--- config.mk ---
export PLATFORM = sky130hd
export DESIGN_NAME = pet_stats_engine
export DESIGN_NICKNAME = d
export VERILOG_FILES = /design/src/rtl/pet_pkg.sv /design/src/rtl/pet_tick_prescaler.sv /design/src/rtl/pet_stats_engine.sv
export SDC_FILE = /design/constraint.sdc
export NUM_CORES = 1
export LEC_CHECK = 0
export CELL_PAD_IN_SITES_DETAIL_PLACEMENT = 0
export CELL_PAD_IN_SITES_GLOBAL_PLACEMENT = 1
export CORE_ASPECT_RATIO = 1.5
export CORE_MARGIN = 2
export CORE_UTILIZATION = 45
export CTS_CLUSTER_SIZE = 14
export DETAILED_ROUTE_END_ITERATION = 10
export HOLD_SLACK_MARGIN = 0.03
export PLACE_DENSITY = 0.92
export SLEW_MARGIN = 30
export SYNTH_ARGS = -nofsm -noshare
export SYNTH_HDL_FRONTEND = slang
export SYNTH_HIERARCHICAL = 1
export SYNTH_SLANG_ARGS = --single-unit
--- constraint.sdc ---
create_clock -name clk -period 2.6 [get_ports clk]
set_input_delay 0.52 -clock clk [delete_from_list [all_inputs] [get_ports clk]]
set_output_delay 0.52 -clock clk [all_outputs]
set_load 0.03 [all_outputs]
--- src/rtl/pet_pkg.sv ---
// Shared types and constants for the pet stat engine and its tick prescaler.
// Holds the FSM state encoding, command opcodes and the stat ceiling helper.
package pet_pkg;

  typedef enum logic [1:0] {
    ST_IDLE = 2'd0,
    ST_SCAN = 2'd1,
    ST_DEAD = 2'd2
  } pet_state_e;

  localparam logic OP_ADD = 1'b0;
  localparam logic OP_SUB = 1'b1;

  // Largest value a stat of width w can hold.
  function automatic int stat_max(input int w);
    return (1 << w) - 1;
  endfunction

endpackage

--- src/rtl/pet_tick_prescaler.sv ---
// Free-running divider producing a one-cycle tick each time the count wraps.
// The count holds while ena is low and while halt is high.
module pet_tick_prescaler #(
  parameter int DIV = 10_000_000
) (
  input  logic clk,
  input  logic rst_n,
  input  logic ena,
  input  logic halt,
  output logic tick
);

  localparam int CNT_W = (DIV > 1) ? $clog2(DIV) : 1;
  localparam logic [CNT_W-1:0] LAST = CNT_W'(DIV - 1);

  logic [CNT_W-1:0] cnt_q;

  always_ff @(posedge clk or negedge rst_n) begin
    if (!rst_n) begin
      cnt_q <= '0;
      tick  <= 1'b0;
    end else begin
      tick <= 1'b0;
      if (ena && !halt) begin
        if (cnt_q == LAST) begin
          cnt_q <= '0;
          tick  <= 1'b1;
        end else begin
          cnt_q <= cnt_q + CNT_W'(1);
        end
      end
    end
  end

endmodule

--- src/rtl/pet_stats_engine.sv ---
// Saturating pet stat counters with random-gated decay on a prescaled tick,
// command-driven feed/play/clean updates, low alarms with hysteresis and a sticky death flag.
module pet_stats_engine
  import pet_pkg::*;
#(
  parameter int         NUM_STATS  = 6,
  parameter int         STAT_W     = 4,
  parameter int         TICK_DIV   = 10_000_000,
  parameter logic [7:0] DECAY_PROB = 8'd128,
  parameter int         LOW_THRESH = 3,
  parameter int         HYST       = 2,
  parameter int         DEAD_TICKS = 4
) (
  input  logic                          clk,
  input  logic                          rst_n,
  input  logic                          ena,
  input  logic [7:0]                    rand_in,
  input  logic                          cmd_valid,
  output logic                          cmd_ready,
  input  logic [$clog2(NUM_STATS)-1:0]  cmd_stat,
  input  logic                          cmd_op,
  input  logic [STAT_W-1:0]             cmd_amount,
  output logic [NUM_STATS*STAT_W-1:0]   stats_flat,
  output logic [NUM_STATS-1:0]          alarm,
  output logic                          tick_o,
  output logic                          busy,
  output logic                          dead,
  output pet_state_e                    state_dbg
);

  localparam int IDX_W  = $clog2(NUM_STATS);
  localparam int DCNT_W = $clog2(DEAD_TICKS + 1);
  localparam logic [STAT_W-1:0] STAT_MAX = STAT_W'(stat_max(STAT_W));
  localparam logic [IDX_W-1:0]  LAST_IDX = IDX_W'(NUM_STATS - 1);
  localparam logic [DCNT_W-1:0] DEAD_LIM = DCNT_W'(DEAD_TICKS);

  pet_state_e        state_q, state_d;
  logic [IDX_W-1:0]  idx_q;
  logic [DCNT_W-1:0] dcnt_q, dcnt_d;
  logic              cmd_fire;
  logic              health_zero;

  pet_tick_prescaler #(
    .DIV (TICK_DIV)
  ) u_prescaler (
    .clk   (clk),
    .rst_n (rst_n),
    .ena   (ena),
    .halt  (dead),
    .tick  (tick_o)
  );

  // Handshake: a command transfers on a cycle where cmd_valid and cmd_ready are
  // both high; cmd_ready is high only in IDLE and does not depend on cmd_valid.
  assign cmd_ready   = (state_q == ST_IDLE);
  assign cmd_fire    = cmd_valid && cmd_ready;
  assign busy        = (state_q == ST_SCAN);
  assign dead        = (state_q == ST_DEAD);
  assign state_dbg   = state_q;
  assign health_zero = (stats_flat[STAT_W-1:0] == '0);

  always_comb begin
    state_d = state_q;
    dcnt_d  = dcnt_q;
    case (state_q)
      ST_IDLE: begin
        if (tick_o) state_d = ST_SCAN;
      end
      ST_SCAN: begin
        // Health has already been decayed by the time the last channel is scanned.
        if (idx_q == LAST_IDX) begin
          if (health_zero) dcnt_d = (dcnt_q == DEAD_LIM) ? dcnt_q : dcnt_q + DCNT_W'(1);
          else             dcnt_d = '0;
          state_d = (dcnt_d == DEAD_LIM) ? ST_DEAD : ST_IDLE;
        end
      end
      ST_DEAD: state_d = ST_DEAD;
      default: state_d = ST_IDLE;
    endcase
  end

  always_ff @(posedge clk or negedge rst_n) begin
    if (!rst_n) begin
      state_q <= ST_IDLE;
      idx_q   <= '0;
      dcnt_q  <= '0;
    end else begin
      state_q <= state_d;
      dcnt_q  <= dcnt_d;
      if (busy && idx_q != LAST_IDX) idx_q <= idx_q + IDX_W'(1);
      else                           idx_q <= '0;
    end
  end

  for (genvar i = 0; i < NUM_STATS; i++) begin : g_ch
    logic [STAT_W-1:0] stat_q, stat_d;
    logic [STAT_W:0]   sum;
    logic              hit_cmd, hit_decay, alarm_q;

    always_comb begin
      hit_cmd   = cmd_fire && (cmd_stat == IDX_W'(i));
      hit_decay = busy && (idx_q == IDX_W'(i)) && (rand_in < DECAY_PROB) && (stat_q != '0);
      sum       = {1'b0, stat_q} + {1'b0, cmd_amount};
      stat_d    = stat_q;
      if (hit_decay) begin
        stat_d = stat_q - STAT_W'(1);
      end else if (hit_cmd) begin
        if (cmd_op == OP_ADD)
          stat_d = (sum > {1'b0, STAT_MAX}) ? STAT_MAX : sum[STAT_W-1:0];
        else if (cmd_op == OP_SUB)
          stat_d = (cmd_amount > stat_q) ? '0 : stat_q - cmd_amount;
      end
    end

    always_ff @(posedge clk or negedge rst_n) begin
      if (!rst_n) begin
        stat_q  <= STAT_MAX;
        alarm_q <= 1'b0;
      end else begin
        stat_q <= stat_d;
        // Alarm tracks the registered stat, so it trails a stat change by one cycle.
        if (int'(stat_q) <= LOW_THRESH)             alarm_q <= 1'b1;
        else if (int'(stat_q) >= LOW_THRESH + HYST) alarm_q <= 1'b0;
      end
    end

    assign stats_flat[i*STAT_W +: STAT_W] = stat_q;
    assign alarm[i]                       = alarm_q;
  end

endmodule

# Word-level counts from Yosys, hierarchy flattened
# Index checks and enable logic that the tools add are counted.
# W data, S select, Z words.
word_totals:
  register_bits: 63
  input_bits: 20
  out_inout_bits: 36
  elab_cells: 187
op_classes:
  addsub: 21
  order_cmp: 25
  n_eq_ne: 18
  mux: 54
  reduce_logical: 52
op_table:
  columns: ["cell", "count"]
  rows:
  - ["$mux W4", 30]
  - ["$add A4 B4 Y5", 6]
  - ["$gt A5 B4 Y1 const B", 6]
  - ["$logic_and A1 B1 Y1", 27]
  - ["$add A24 B1 Y24 const B", 1]
  - ["$eq A24 B24 Y1 const B", 1]
  - ["$ge A4 B3 Y1 const B", 6]
  - ["$gt A4 B4 Y1", 6]
  - ["$le A4 B2 Y1 const B", 6]
  - ["$mux W24", 1]
  - ["$reduce_bool A2 Y1", 12]
  - ["$reduce_bool A4 Y1", 6]
  - ["$sub A4 B1 Y4 const B", 6]
  - ["$sub A4 B4 Y4", 6]
  - ["$eq A3 B3 Y1 const B", 6]
  - ["$mux W3", 5]
  - ["$mux W1", 14]
  - ["$eq A3 B2 Y1 const B", 4]
  - ["$lt A8 B8 Y1 const B", 1]
  - ["$add A3 B1 Y3 const B", 2]
  - ["$eq A3 B1 Y1 const B", 2]
  - ["$logic_not A3 Y1", 2]
  - ["$mux W2", 3]
  - ["$pmux W2 S3", 1]
  - ["8 further kinds", 10]

# Longest topological paths before layout
depth:
  depth_word: 9
  depth_mapped: 8
  mapped_depth_nobuf: 8

# Modules after synthesis
# The synthesis kept the hierarchy.
by_module_without_submodules:
  columns: ["module", "instances", "cells_per_inst", "area_each_um2"]
  rows:
  - ["pet_stats_engine", 1, 482, 4224.1]
  - ["pet_tick_prescaler", 1, 125, 1244.9]

# Worst setup path before layout
# No wires, ideal clock.
synth_timing:
  kind: "register to register"
  from: "register state_q[1] (netlist: state_dbg[1])"
  to: "register u_prescaler.cnt_q[20]"
  arrival_ns: 2.319
  required_ns: 2.522
  path_slack_ns: 0.203
  stages_incl_launch_ff: 7
  n_path_buf: 1
  period_less_slack_ns: 2.397
  path_cell_list: "dfrtp_1 nor2b_1 nand2b_1 clkbuf_1 nor3_1 a31o_2 a21oi_1"
synth_via:
  elab_chain_len: 3
synth_lines:
  columns: ["element", "line", "source"]
  rows:
  - ["start: declaration", "pet_stats_engine.sv:37", "pet_state_e state_q, state_d;"]
  - ["start signal: assignment", "pet_stats_engine.sv:88", "state_q <= state_d;"]
  - ["$eq A2 B2 Y1", "pet_stats_engine.sv:58", "assign dead = (state_q == ST_DEAD);"]
  - ["via dead", "pet_stats_engine.sv:27", "output logic dead,"]
  - ["$logic_not A1 Y1", "pet_tick_prescaler.sv:24", "if (ena && !halt) begin"]
  - ["$logic_and A1 B1 Y1", "pet_tick_prescaler.sv:24", null]
  - ["end signal: assignment", "pet_tick_prescaler.sv:29", "cnt_q <= cnt_q + CNT_W'(1);"]
  - ["end: declaration", "pet_tick_prescaler.sv:16", "logic [CNT_W-1:0] cnt_q;"]
# The timed path passes the listed nets, and every way through them passes these cells.
# A chain may end at the register's enable or synchronous reset.

# Worst setup path in the final report
layout_timing:
  from: "register state_q[1] (netlist: state_dbg[1])"
  to: "output port dead"
layout_via:
  elab_chain_len: 1
layout_lines:
  columns: ["element", "line"]
  rows:
  - ["$eq A2 B2 Y1", "pet_stats_engine.sv:58"]
  - ["end: declaration", "pet_stats_engine.sv:27"]
# No other way between the ends.

==> impl_metrics.json <==
{
  "num_vias": 4928,
  "io_pins": 56,
  "overflow": 0,
  "dr.pass1.iters": 5,
  "grt_util_all_layers": 0.229,
  "synth_seq_cells": 63,
  "rr_startpoint": "g_ch[0].stat_q[0]",
  "layout-drive-gt1-share": 0.145,
  "via_per_inst": 5.79,
  "slowest_delay_ns": 0.71,
  "cp-end-kind": "primary output",
  "max-cap-violations": 0,
  "htreeDepth": 3,
  "ys_types": 73,
  "rsz0062_at_grt": "no",
  "min_path_type": "input pin to asynchronous set/reset pin",
  "nFillCells": 1073,
  "clk_pin_slew_ns": 0.06,
  "area_delta_synth_final_pct": 22.9,
  "die_h_um": 139,
  "p_leak_nw": 2.88,
  "grt_pass1_vias": 5097,
  "core_area_um2": 12000,
  "antenna_found_initial": 0,
  "nets": 793,
  "final_hold_viol_count": 0,
  "drtAntennaViolNets": 0,
  "post_cts_buffers": 0,
  "cts_tree": "done",
  "run_status": "completed",
  "antenna_cells": 0,
  "die_x_um": 94.0,
  "fin_total_pwr_mw": 7.23,
  "reg2reg_depth": 9,
  "layout_commonest_cell": "ha_1",
  "initial_core_util": 0.457,
  "grt_pass1_wl_um": 24000,
  "routedWlPerCell_um": 17.0,
  "rr_endpoint": "g_ch[0].stat_q[1]",
  "path_class": "flip-flop to primary output",
  "fin_hold_ws_ns": 0.0745,
  "clockBufferDepth": 2,
  "path_cells": "nor2b_1 -> clkdlybuf4s50_1",
  "worst_pin_slew_ns": 0.601,
  "syn_inst": 607,
  "grt_max_degree": 29,
  "fin_crit_ns": 2.48,
  "mostFrequentLayoutCells": "ha_1, nand2_1, clkdlybuf4s50_1",
  "seq_area_frac_synth": 0.294,
  "yosysWarnings": 6,
  "fmax_ghz": 0.404,
  "root_buffer": "clkbuf_16",
  "synth-edff-count": 0,
  "critical_path.max_fanout": 8,
  "die_area_um2": 13100,
  "drtIter0Drc": 221,
  "rows": 49,
  "ys.flop_type": "dfrtp_1",
  "critical_path_arrival_ns": 1.96,
  "synth_top_area_cell": "dfrtp_1",
  "hpwl_um": 11200,
  "synth_top_area_frac": 0.178,
  "place_congestion": 0.904,
  "clock_skew_ns": 0.00614,
  "drt-total-wl_um": 14500,
  "startpoint_type": "flip-flop",
  "drc": 0,
  "slew_violations": 0,
  "ir_drop_mv": 0.672,
  "relSlewSlack": 0.597,
  "port_buffers": 48,
  "syn_avg_cell_area_um2": 9.01,
  "numCtsBuffers": 9,
  "setup_viol": 0,
  "syn_area_um2": 5470,
  "cpMaxStageDelayCell": "clkdlybuf4s50_1",
  "required_ns": 2.08,
  "synth_nets": 707,
  "cts.sink_count": 63,
  "synth.area.top_cells": "dfrtp_1, ha_1, dfstp_2",
  "pwr_density_cell_nw_per_um2": 1080,
  "ff2ff_setup_slack_ns": 0.34,
  "fin_crit_sh": 0.953,
  "insertion_delay_ns": 0.34,
  "ys_async_sr_fraction": 1.00
}
critical path: cells and delay by family, from the launching register on:
family	cells	cell delay (ns)
flops	1	0.62
simple gates	1	0.29
buf+inv	1	0.71
per-layer routing:
layer	GRT usage	share of wire	up-vias
met3	0.0418	0.036	28
li1	-	-	2364
met4	0.0809	0.024	0
met2	0.419	0.54	123
met5	0	0	-
met1	0.260	0.40	2413
report_power, final:
group | leakage (nW) | internal [mW] | total (mW) | switching (mW)
sequential | 0.756 | 1.43 | 1.94 | 0.515
clock | 0.148 | 0.755 | 1.26 | 0.502
combinational | 1.98 | 1.82 | 4.03 | 2.22
final cells by class:
class,instances,area (um^2),area share
multi-input cells,483,3610,0.538
clock inverters,7,80.1,0.0119
repair buffers,91,836,0.124
flip-flops and latches,63,1610,0.239
well taps,153,191,0.0285
inverters,45,169,0.0251
clock buffers,9,225,0.0335
cells in the mapped netlist (11+ instances only):
| cell | count |
|---|---|
| ha_1 | 68 |
| nand2_1 | 47 |
| inv_1 | 44 |
| dfrtp_1 | 39 |
| a21oi_1 | 38 |
| nor2_1 | 34 |
| o21ai_0 | 28 |
| nand3_1 | 25 |
| dfstp_2 | 24 |
| xnor2_1 | 23 |
| nor2b_1 | 17 |
| nor3_1 | 14 |
| and3_1 | 13 |
| o211ai_1 | 13 |
| fa_1 | 12 |
| nand2b_1 | 11 |
how the worst max path moves through the flow:
stage	startpoint	endpoint	slack (ns)	cells after the start
floorplan	state_dbg[1]	u_prescaler/cnt_q[20]	0.20	6
global placement	cmd_amount[0]	g_ch[3].stat_q[3]	-0.27	10
detailed placement	cmd_amount[0]	g_ch[3].stat_q[3]	-0.20	10
CTS	state_dbg[1]	busy	0.06	2
global route	cmd_amount[2]	g_ch[2].stat_q[1]	0.02	9
finish	state_dbg[1]	dead	0.12	2
stage by stage:
stage	area [um^2]	std cells	utilization	setup TNS [ns]	worst slack [ns]
5_1_grt	6720	851	0.562	0	0.0198
3_5_place_dp	6410	835	0.536	-2.48	-0.199
4_1_cts	6710	851	0.561	0	0.0650
3_3_place_gp	6410	835	0.536	-1.87	-0.266
6_report	6720	851	0.562	0	0.123
2_1_floorplan	5470	607	-	0	0.203
repair_timing:
action / CTS / global route
setup endpoints to repair: 0 / 2
resized for setup: 0 / 2
hold buffers: 0 / 0
registers in the layout, summed over array words and instances, names as in the netlist:
name               cells
g_ch.stat_q           24
u_prescaler/cnt_q     24
g_ch.alarm_q           6
dcnt_q                 3
idx_q                  3
state_dbg              2
u_prescaler/tick       1
logic make-up (layout without fill, tap and decap cells):
kind of cell,after synthesis,after routing,synth area share
simple gates,225,225,0.232
xor+xnor,33,33,0.0528
fa+ha+maj,80,80,0.199
buf+inv,61,152,0.0471
flops,63,63,0.294
mux,4,4,0.00755
compound gates,141,141,0.168
No activity file was read; power rests on OpenSTA's default activity.
